File: src/rtl/p2s_pkg.sv
// p2s_pkg: step codes, sizes and FSM state type shared by the
// parallel-to-serial sequencer and the buffer that decodes its ctrl.
package p2s_pkg;

   // ctrl step codes seen by the parallel-to-serial buffer
   localparam logic [3:0] CTRL_IDLE = 4'd0;
   localparam logic [3:0] CTRL_LOAD = 4'd8;
   localparam logic [3:0] CTRL_BASE = 4'd9;

   // elements per vector and the last element index
   localparam int unsigned N_ELEM   = 5;
   localparam logic [2:0]  LAST_IDX = 3'(N_ELEM - 1);

   typedef enum logic [1:0] {
      ST_IDLE,
      ST_LOAD,
      ST_SHIFT
   } state_t;

   // ctrl code that selects element i of the loaded vector
   function automatic logic [3:0] elem_ctrl(input logic [2:0] i);
      return CTRL_BASE + {1'b0, i};
   endfunction

endpackage

File: src/rtl/p2s_seq.sv
// p2s_seq: sequences LOAD/SHIFT steps of a parallel-to-serial buffer
// for a job of count 5-element vectors on a selected layer.
//   in : clk, rst (sync, active-high), start, layer[3:0], count[3:0],
//        stall, abort
//   out: ctrl[3:0], sel[3:0], valid, idx[2:0], vec[3:0], busy, done, err
module p2s_seq
   import p2s_pkg::*;
(
   input  logic       clk,
   input  logic       rst,
   input  logic       start,
   input  logic [3:0] layer,
   input  logic [3:0] count,
   input  logic       stall,
   input  logic       abort,
   output logic [3:0] ctrl,
   output logic [3:0] sel,
   output logic       valid,
   output logic [2:0] idx,
   output logic [3:0] vec,
   output logic       busy,
   output logic       done,
   output logic       err
);

   state_t     state;
   logic [3:0] cnt_q;

   logic       last_elem;
   logic       more_vecs;

   assign last_elem = (idx == LAST_IDX);
   // vec never exceeds 14, so vec+1 cannot overflow the compare
   assign more_vecs = ((vec + 4'd1) < cnt_q);

   always_ff @(posedge clk) begin
      if (rst) begin
         state <= ST_IDLE;
         cnt_q <= 4'd0;
         ctrl  <= CTRL_IDLE;
         sel   <= 4'd0;
         valid <= 1'b0;
         idx   <= 3'd0;
         vec   <= 4'd0;
         busy  <= 1'b0;
         done  <= 1'b0;
         err   <= 1'b0;
      end else begin
         done <= 1'b0;
         err  <= 1'b0;

         if (abort) begin
            // abort wins over stall and completion; no done pulse
            state <= ST_IDLE;
            ctrl  <= CTRL_IDLE;
            sel   <= 4'd0;
            valid <= 1'b0;
            idx   <= 3'd0;
            vec   <= 4'd0;
            busy  <= 1'b0;
         end else begin
            case (state)
               ST_IDLE: begin
                  if (start) begin
                     if (layer != 4'd0 && count != 4'd0) begin
                        state <= ST_LOAD;
                        cnt_q <= count;
                        ctrl  <= CTRL_LOAD;
                        sel   <= layer;
                        valid <= 1'b0;
                        idx   <= 3'd0;
                        vec   <= 4'd0;
                        busy  <= 1'b1;
                     end else begin
                        err <= 1'b1;
                     end
                  end
               end

               ST_LOAD: begin
                  if (stall) begin
                     valid <= 1'b0;
                  end else begin
                     state <= ST_SHIFT;
                     ctrl  <= elem_ctrl(3'd0);
                     idx   <= 3'd0;
                     valid <= 1'b1;
                  end
               end

               ST_SHIFT: begin
                  if (stall) begin
                     // hold position, only withdraw the valid
                     valid <= 1'b0;
                  end else if (!last_elem) begin
                     idx   <= idx + 3'd1;
                     ctrl  <= elem_ctrl(idx + 3'd1);
                     valid <= 1'b1;
                  end else if (more_vecs) begin
                     state <= ST_LOAD;
                     ctrl  <= CTRL_LOAD;
                     idx   <= 3'd0;
                     vec   <= vec + 4'd1;
                     valid <= 1'b0;
                  end else begin
                     state <= ST_IDLE;
                     ctrl  <= CTRL_IDLE;
                     sel   <= 4'd0;
                     idx   <= 3'd0;
                     vec   <= 4'd0;
                     valid <= 1'b0;
                     busy  <= 1'b0;
                     done  <= 1'b1;
                  end
               end

               default: begin
                  state <= ST_IDLE;
                  ctrl  <= CTRL_IDLE;
                  sel   <= 4'd0;
                  valid <= 1'b0;
                  idx   <= 3'd0;
                  vec   <= 4'd0;
                  busy  <= 1'b0;
               end
            endcase
         end
      end
   end

endmodule

File: config.mk
export PLATFORM = sky130hd
export DESIGN_NAME = p2s_seq
export DESIGN_NICKNAME = d
export VERILOG_FILES = /design/src/rtl/p2s_pkg.sv /design/src/rtl/p2s_seq.sv
export SDC_FILE = /design/constraint.sdc
export NUM_CORES = 1
export LEC_CHECK = 0
export ABC_CLOCK_PERIOD_IN_PS = 2300
export BUFFER_PORTS_ARGS = -buffer_cell sky130_fd_sc_hd__buf_2
export CORE_ASPECT_RATIO = 1.5
export CORE_UTILIZATION = 48
export DETAILED_ROUTE_END_ITERATION = 10
export PLACE_DENSITY = 0.83
export SLEW_MARGIN = 15
export SYNTH_ARGS = -nofsm -noshare
export SYNTH_HDL_FRONTEND = slang
export SYNTH_SLANG_ARGS = --single-unit
File: constraint.sdc
create_clock -name clk -period 2.3 [get_ports clk]
set_clock_uncertainty 0.2 [all_clocks]
set_input_delay 0.46 -clock clk [delete_from_list [all_inputs] [get_ports clk]]
set_output_delay 0.46 -clock clk [all_outputs]
set_load 0.05 [all_outputs]
**Word level (Yosys, flattened, before mapping)**

Cells that the tools add are included.
Widths: inputs -> output; s select.

- Logic and storage cells: 88
- Input port bits: 13
- Output and inout bits: 19
- Bits in registers: 25

- Add/subtract/negate cells: 3
- Muxes and demuxes: 46
- Reductions and logical operators: 13
- Eq/ne operators: 9
- Order comparisons: 1
- Bitwise operators: 6

Operators by type and width:

| operator | count |
|---|---|
| $mux 4 | 16 |
| $pmux 4 s3 | 3 |
| $mux 3 | 5 |
| $mux 1 | 13 |
| $ne 2x2->1 const B | 6 |
| $mux 2 | 5 |
| $reduce_and 5->1 | 2 |
| $pmux 3 s3 | 1 |
| $reduce_and 4->1 | 2 |
| $reduce_bool 4->1 | 2 |
| $not 1->1 | 6 |
| $pmux 1 s3 | 2 |
| $pmux 2 s3 | 1 |
| $reduce_and 6->1 | 1 |
| $reduce_or 5->1 | 1 |
| $add 4x1->4 const B | 1 |
| $add 4x3->4 const A | 1 |
| $lt 4x4->1 | 1 |
| $reduce_or 4->1 | 1 |
| $add 3x1->3 const B | 1 |
| $eq 3x3->1 const B | 1 |
| $eq 2x1->1 const B | 1 |
| $eq 2x2->1 const B | 1 |
| $logic_not 2->1 | 1 |
| 3 further kinds | 3 |

**Depth between registers and ports, before layout**

- Depth after elaboration: 6
- Depth in mapped cells: 8
- Depth with buffers taken out: 7

**Worst setup path after synthesis**

OpenSTA, ideal clock, no wires.

- Path type: register -> register
- Start point: register vec[2]
- End point: register sel[0]
- Data required time: 1.966 ns
- Arrival: 2.212 ns
- Period minus slack after synthesis: 2.547 ns
- Library setup time: 0.134 ns
- Slack: -0.247 ns
- Stages on the path, launching flop included: 9
- Path buffers: 1
- Cells stage by stage: dfxtp_1 nand3_1 xnor2_1 ha_1 o211ai_1 o211a_1 clkbuf_1 o311ai_0 o31ai_1

- Longest elaborated chain between the ends: 4

Ends and longest elaborated chain:

| item | line | RTL |
|---|---|---|
| start, declared | p2s_seq.sv:20 | `output logic [3:0] vec,` |
| start signal, assigned | p2s_seq.sv:103 | `vec <= vec + 4'd1;` |
| $add 4x1->4 | p2s_seq.sv:34 | `assign more_vecs = ((vec + 4'd1) < cnt_q);` |
| $lt 4x4->1 | p2s_seq.sv:34 |  |
| $ne 2x2->1 (no line) | - |  |
| $reduce_and 6->1 (no line) | - |  |
| end signal, assigned | p2s_seq.sv:69 | `sel <= layer;` |
| end, declared | p2s_seq.sv:17 | `output logic [3:0] sel,` |

No other way between the ends.
A chain may end at the register's enable or synchronous reset.

**Worst setup path after layout**

- Start point: register vec[0]
- End point: register vec[0]

- Longest elaborated chain between the ends: 6

Ends and longest elaborated chain:

| item | line | RTL |
|---|---|---|
| $add 4x1->4 * | p2s_seq.sv:34, p2s_seq.sv:103 |  |
| $lt 4x4->1 | p2s_seq.sv:34 |  |
| $mux 4 * | p2s_seq.sv:99 | `end else if (more_vecs) begin` |
| $mux 4 * | p2s_seq.sv:95 | `end else if (!last_elem) begin` |
| $mux 4 * | p2s_seq.sv:92 | `if (stall) begin` |
| $pmux 4 s3 * | p2s_seq.sv:62 | `case (state)` |

Mark *: on every way between the ends. The rest lies on a longest branch, timed or not. The select of a mux whose other input is x is not followed.

==> results.md <==
Run status:
- The run finished, with violations left.
- The final reports fail on negative setup slack.

Routing:
- The total length of routed wires is between 3 and 4 mm.
- Detailed routing inserted a total of roughly 1400 vias.
- Once detail routing completed, the nets flagged for antenna violations numbered 0.
- The number of iterations in the first detailed-routing pass is 4.
- The violation count after the first detailed-routing iteration is 63.
- In the routed layout, each cell is associated on average with a via count of 5.93.
- After detailed routing, the number of remaining DRC violations is 0.
- In the final routed layout, each cell accounts on average for approximately 16 um.

Synth:
- The async set-reset flop share out of synthesis is 0.
- The most numerous cell in the Yosys netlist is dfxtp_1.
- The area of the mapped netlist is roughly 1400 um2.
- The commonest cells after synthesis are dfxtp_1 (25), nor2_1 (14), a21oi_1 (13).
- The sequential fraction of the synthesis area is 0.354.
- Yosys mapped a number of flops with a built-in enable equal to 0.
- Yosys attributes the largest share of cell area to dfxtp_1 (35%), ha_1 (9.7%), a21oi_1 (4.6%).
- The instance count of the mapped netlist is roughly 160.
- Synthesis produced a netlist with a net count of 188.
- The biggest area contributor in the post-synthesis netlist is dfxtp_1.
- After synthesis the netlist holds a flip-flop and latch count of 25.
- The post-synthesis average cell area is roughly 8.6 um2.
- Of the post-synthesis cell area, the dominant cell type holds 0.354.
- The post-synthesis cell type count is 37.
- During synthesis, Yosys emitted a total of 0 warnings.
- The primary flip-flop cell chosen by synthesis mapping is dfxtp_1.

Setup path:
- In this run the critical register-to-register path is launched from vec[0].
- Grouping stages by cell kind, the critical path spends the most delay in compound AO/OA/AOI/OAI gates.
- The setup slack of the worst register-to-register path is -8 ps.
- The worst register-to-register path ends at vec[0].
- The cell at the slowest stage of the critical path is or4_1.
- Traced cell by cell, the critical path runs through ha_4, ha_4, o211ai_1, o211ai_1, or4_1, a21oi_2.
- Counting both buffers and inverters, the worst setup path holds a total of 0.
- Data on the critical path is required at its endpoint by 2300 ps.
- In this design, the stage delay of the slowest critical-path cell is a little under 600 ps.
- The number of cells on the worst reg-to-reg path is 6.
- The top fanout value on the critical path is 6.
- STA classifies the critical path endpoint as a register.
- The startpoint type of the worst setup path is a register.
- At the worst endpoint, the arrival time is 2310 ps.
- The critical setup path kind is reg2reg.

Timing:
- The total count of hold-check failures in the final report is 0.
- Subtracting the final worst setup slack from the clock period gives roughly 2300 ps.
- The transition time of the tightest slew-check pin is 615 ps.
- The worst hold slack after final layout is between 200 and 250 ps.
- Setup repair after global routing could not meet its margin everywhere.
- Measured against its own limit, the worst slew margin works out to 0.589.
- In the finished design, the share of the clock period the worst path needs comes to 1.00.
- After layout, the worst setup slack is -7.67 ps.
- Based on the critical path, the design can be clocked at up to 433 MHz.
- The count of pins over their slew limit came to 0.
- The final number of setup-violating endpoints is 1.
- The setup TNS is -7.67 ps.

Global route:
- The number of global-route vias before repair is ~1300.
- Entering global routing, the biggest net connects 19 pins.
- The overall track demand over capacity in global routing is 0.248.
- The number of antenna violations at the first check in global routing was 0.
- The wire length of the first global-routing pass is ~5.6 mm.
- The final global-route overflow total is 0.

Layout:
- 0 antenna diodes ended up in the layout.
- Relative to the synthesized area, the layout overhead comes to 25.3%.
- The multi-input gate area in the final layout is 913 um2.
- The final net count is about 220.
- Counting the fill cells in the layout gives 254.
- The final core utilization is 0.648.
- The fraction of layout cells with a size suffix above 1 is 0.303.
- In the final layout, flip-flops and latches occupy just over 500 um2.

CTS:
- TritonCTS built the clock tree.
- The clock-pin slew on the worst setup and hold paths is ~80 ps.
- CTS placed an instance of clkbuf_8 at the clock tree root.
- The clock buffer count from CTS is 3.
- In this run the number of H-tree levels came out at 1.
- The buffer depth of the longest clock path is 2.
- The post-cts hold buffer count is 0.
- For this design, the sink count on the clock tree is 25.
- The clock latency of the later-clocked register in the worst-skew pair is about 270 ps.

Hold path:
- The worst hold path terminates at cnt_q[0].
- Counting instances, the worst hold path has a depth of 2.
- In this run the worst hold path is classified as in2reg.
- The source of the worst hold timing path is rst.

Floorplan:
- In this run the vertical extent of the chip is around 70 um.
- The floorplan step set the die width to 46.3 um.
- The area of the core is 2730 um2.
- The placement row count is 23.
- The die covers roughly 3200 um2.
- The number of top-level design ports is 32.
- The starting density of the core is 0.517.

Placed design:
- Input and output buffers added on the ports amount to 31.
- The HPWL after detailed placement is about 2.7 mm.
- The congestion estimate from routability-driven global placement came to just over 0.9.

Power:
- IR analysis of the VDD net gives a maximum drop of 0.000388 V.
- Power spread over the standard cell area amounts to roughly 540 nW/um2.
- The static leakage is about 0.73 nW.

Flow run:
- The number of max-cap violations is 0.
==> cell usage in the layout, fill, tap and decap left out, types with 4 or more instances in the layout <==
master,Yosys,layout
nand4_1,9,9
o31ai_1,7,7
inv_1,10,10
buf_4,0,8
nand2_1,11,11
ha_1,11,8
a21oi_1,13,11
nor2_1,14,14
dfxtp_1,25,21
buf_2,3,31
mux2i_1,6,6
o21ai_0,7,7
nor3_1,4,4
==> stage by stage <==
| stage | cells | power (mW) | area [um2] | worst slack (ps) |
|---|---|---|---|---|
| after global routing | 235 | 1.01 | 1770 | -40.5 |
| after detailed placement | 231 | 0.704 | 1640 | 0.777 |
| after floorplan | 164 | 0.633 | 1430 | 36.1 |
| final | 235 | 0.962 | 1770 | -7.67 |
| after CTS | 235 | 0.960 | 1690 | -8.01 |
| after global placement | 231 | 0.695 | 1640 | 122 |
==> worst max path at each step <==
stage / startpoint / to / slack [ps] / cells after the start
floorplan: vec[0] / sel[0] / 40 / 8
global placement: vec[0] / sel[3] / 120 / 7
detailed placement: vec[2] / vec[0] / 0.8 / 7
CTS: vec[0] / sel[1] / -8 / 7
global route: vec[0] / vec[0] / -40 / 6
finish: vec[0] / vec[0] / -8 / 6
==> flip-flops by register name, indices dropped and copies added (netlist names) <==
register / flops
valid: 1
sel: 4
ctrl: 4
busy: 1
done: 1
vec: 4
state: 2
cnt_q: 4
idx: 3
err: 1
==> cell type report <==
| class | instances | area share |
|---|---|---|
| multi-input cells | 120 | 0.516 |
| flip-flops and latches | 25 | 0.290 |
| repair buffers | 39 | 0.122 |
| well taps | 37 | 0.0261 |
| clock buffers | 4 | 0.0254 |
| inverters | 10 | 0.0212 |
==> where the power goes <==
group	total, mW	internal [mW]	switching [mW]	leakage [nW]
clock network	0.257	0.124	0.133	0.0228
registers	0.457	0.446	0.0114	0.206
logic	0.247	0.0824	0.165	0.505
==> worst reg2reg max path: cells and delay by family, from the launching register on <==
kind                       cells  cell delay, ps
AOI/OAI and AO/OA              3             590
and+or+nand+nor                1             580
adders and majority gates      2             480
DFF                            1             380
==> per-layer routing <==
metal  global-route usage  routed length (um)
met1                0.264                1350
met2                0.460                1980
met3               0.0237                 180
met4                0.129                 134
met5                    0                   0
==> logic make-up after synthesis <==
group                      count (synthesis)  synth area share
and+or+nand+nor                           49             0.185
muxes                                      6            0.0425
buffers and inverters                     19            0.0585
xor gates and xnor gates                   5            0.0310
AOI/OAI and AO/OA                         49             0.231
DFF                                       25             0.354
adders and majority gates                 11            0.0974
==> what timing repair did <==
action | CTS | global route
pin swaps | 1 | 8
gates resized for setup | 1 | 13
gates cloned | 0 | 0
buffers inserted | 0 | 0
endpoints found under the setup margin | 4 | 7
Note: power is estimated with default switching activity, not from simulation.
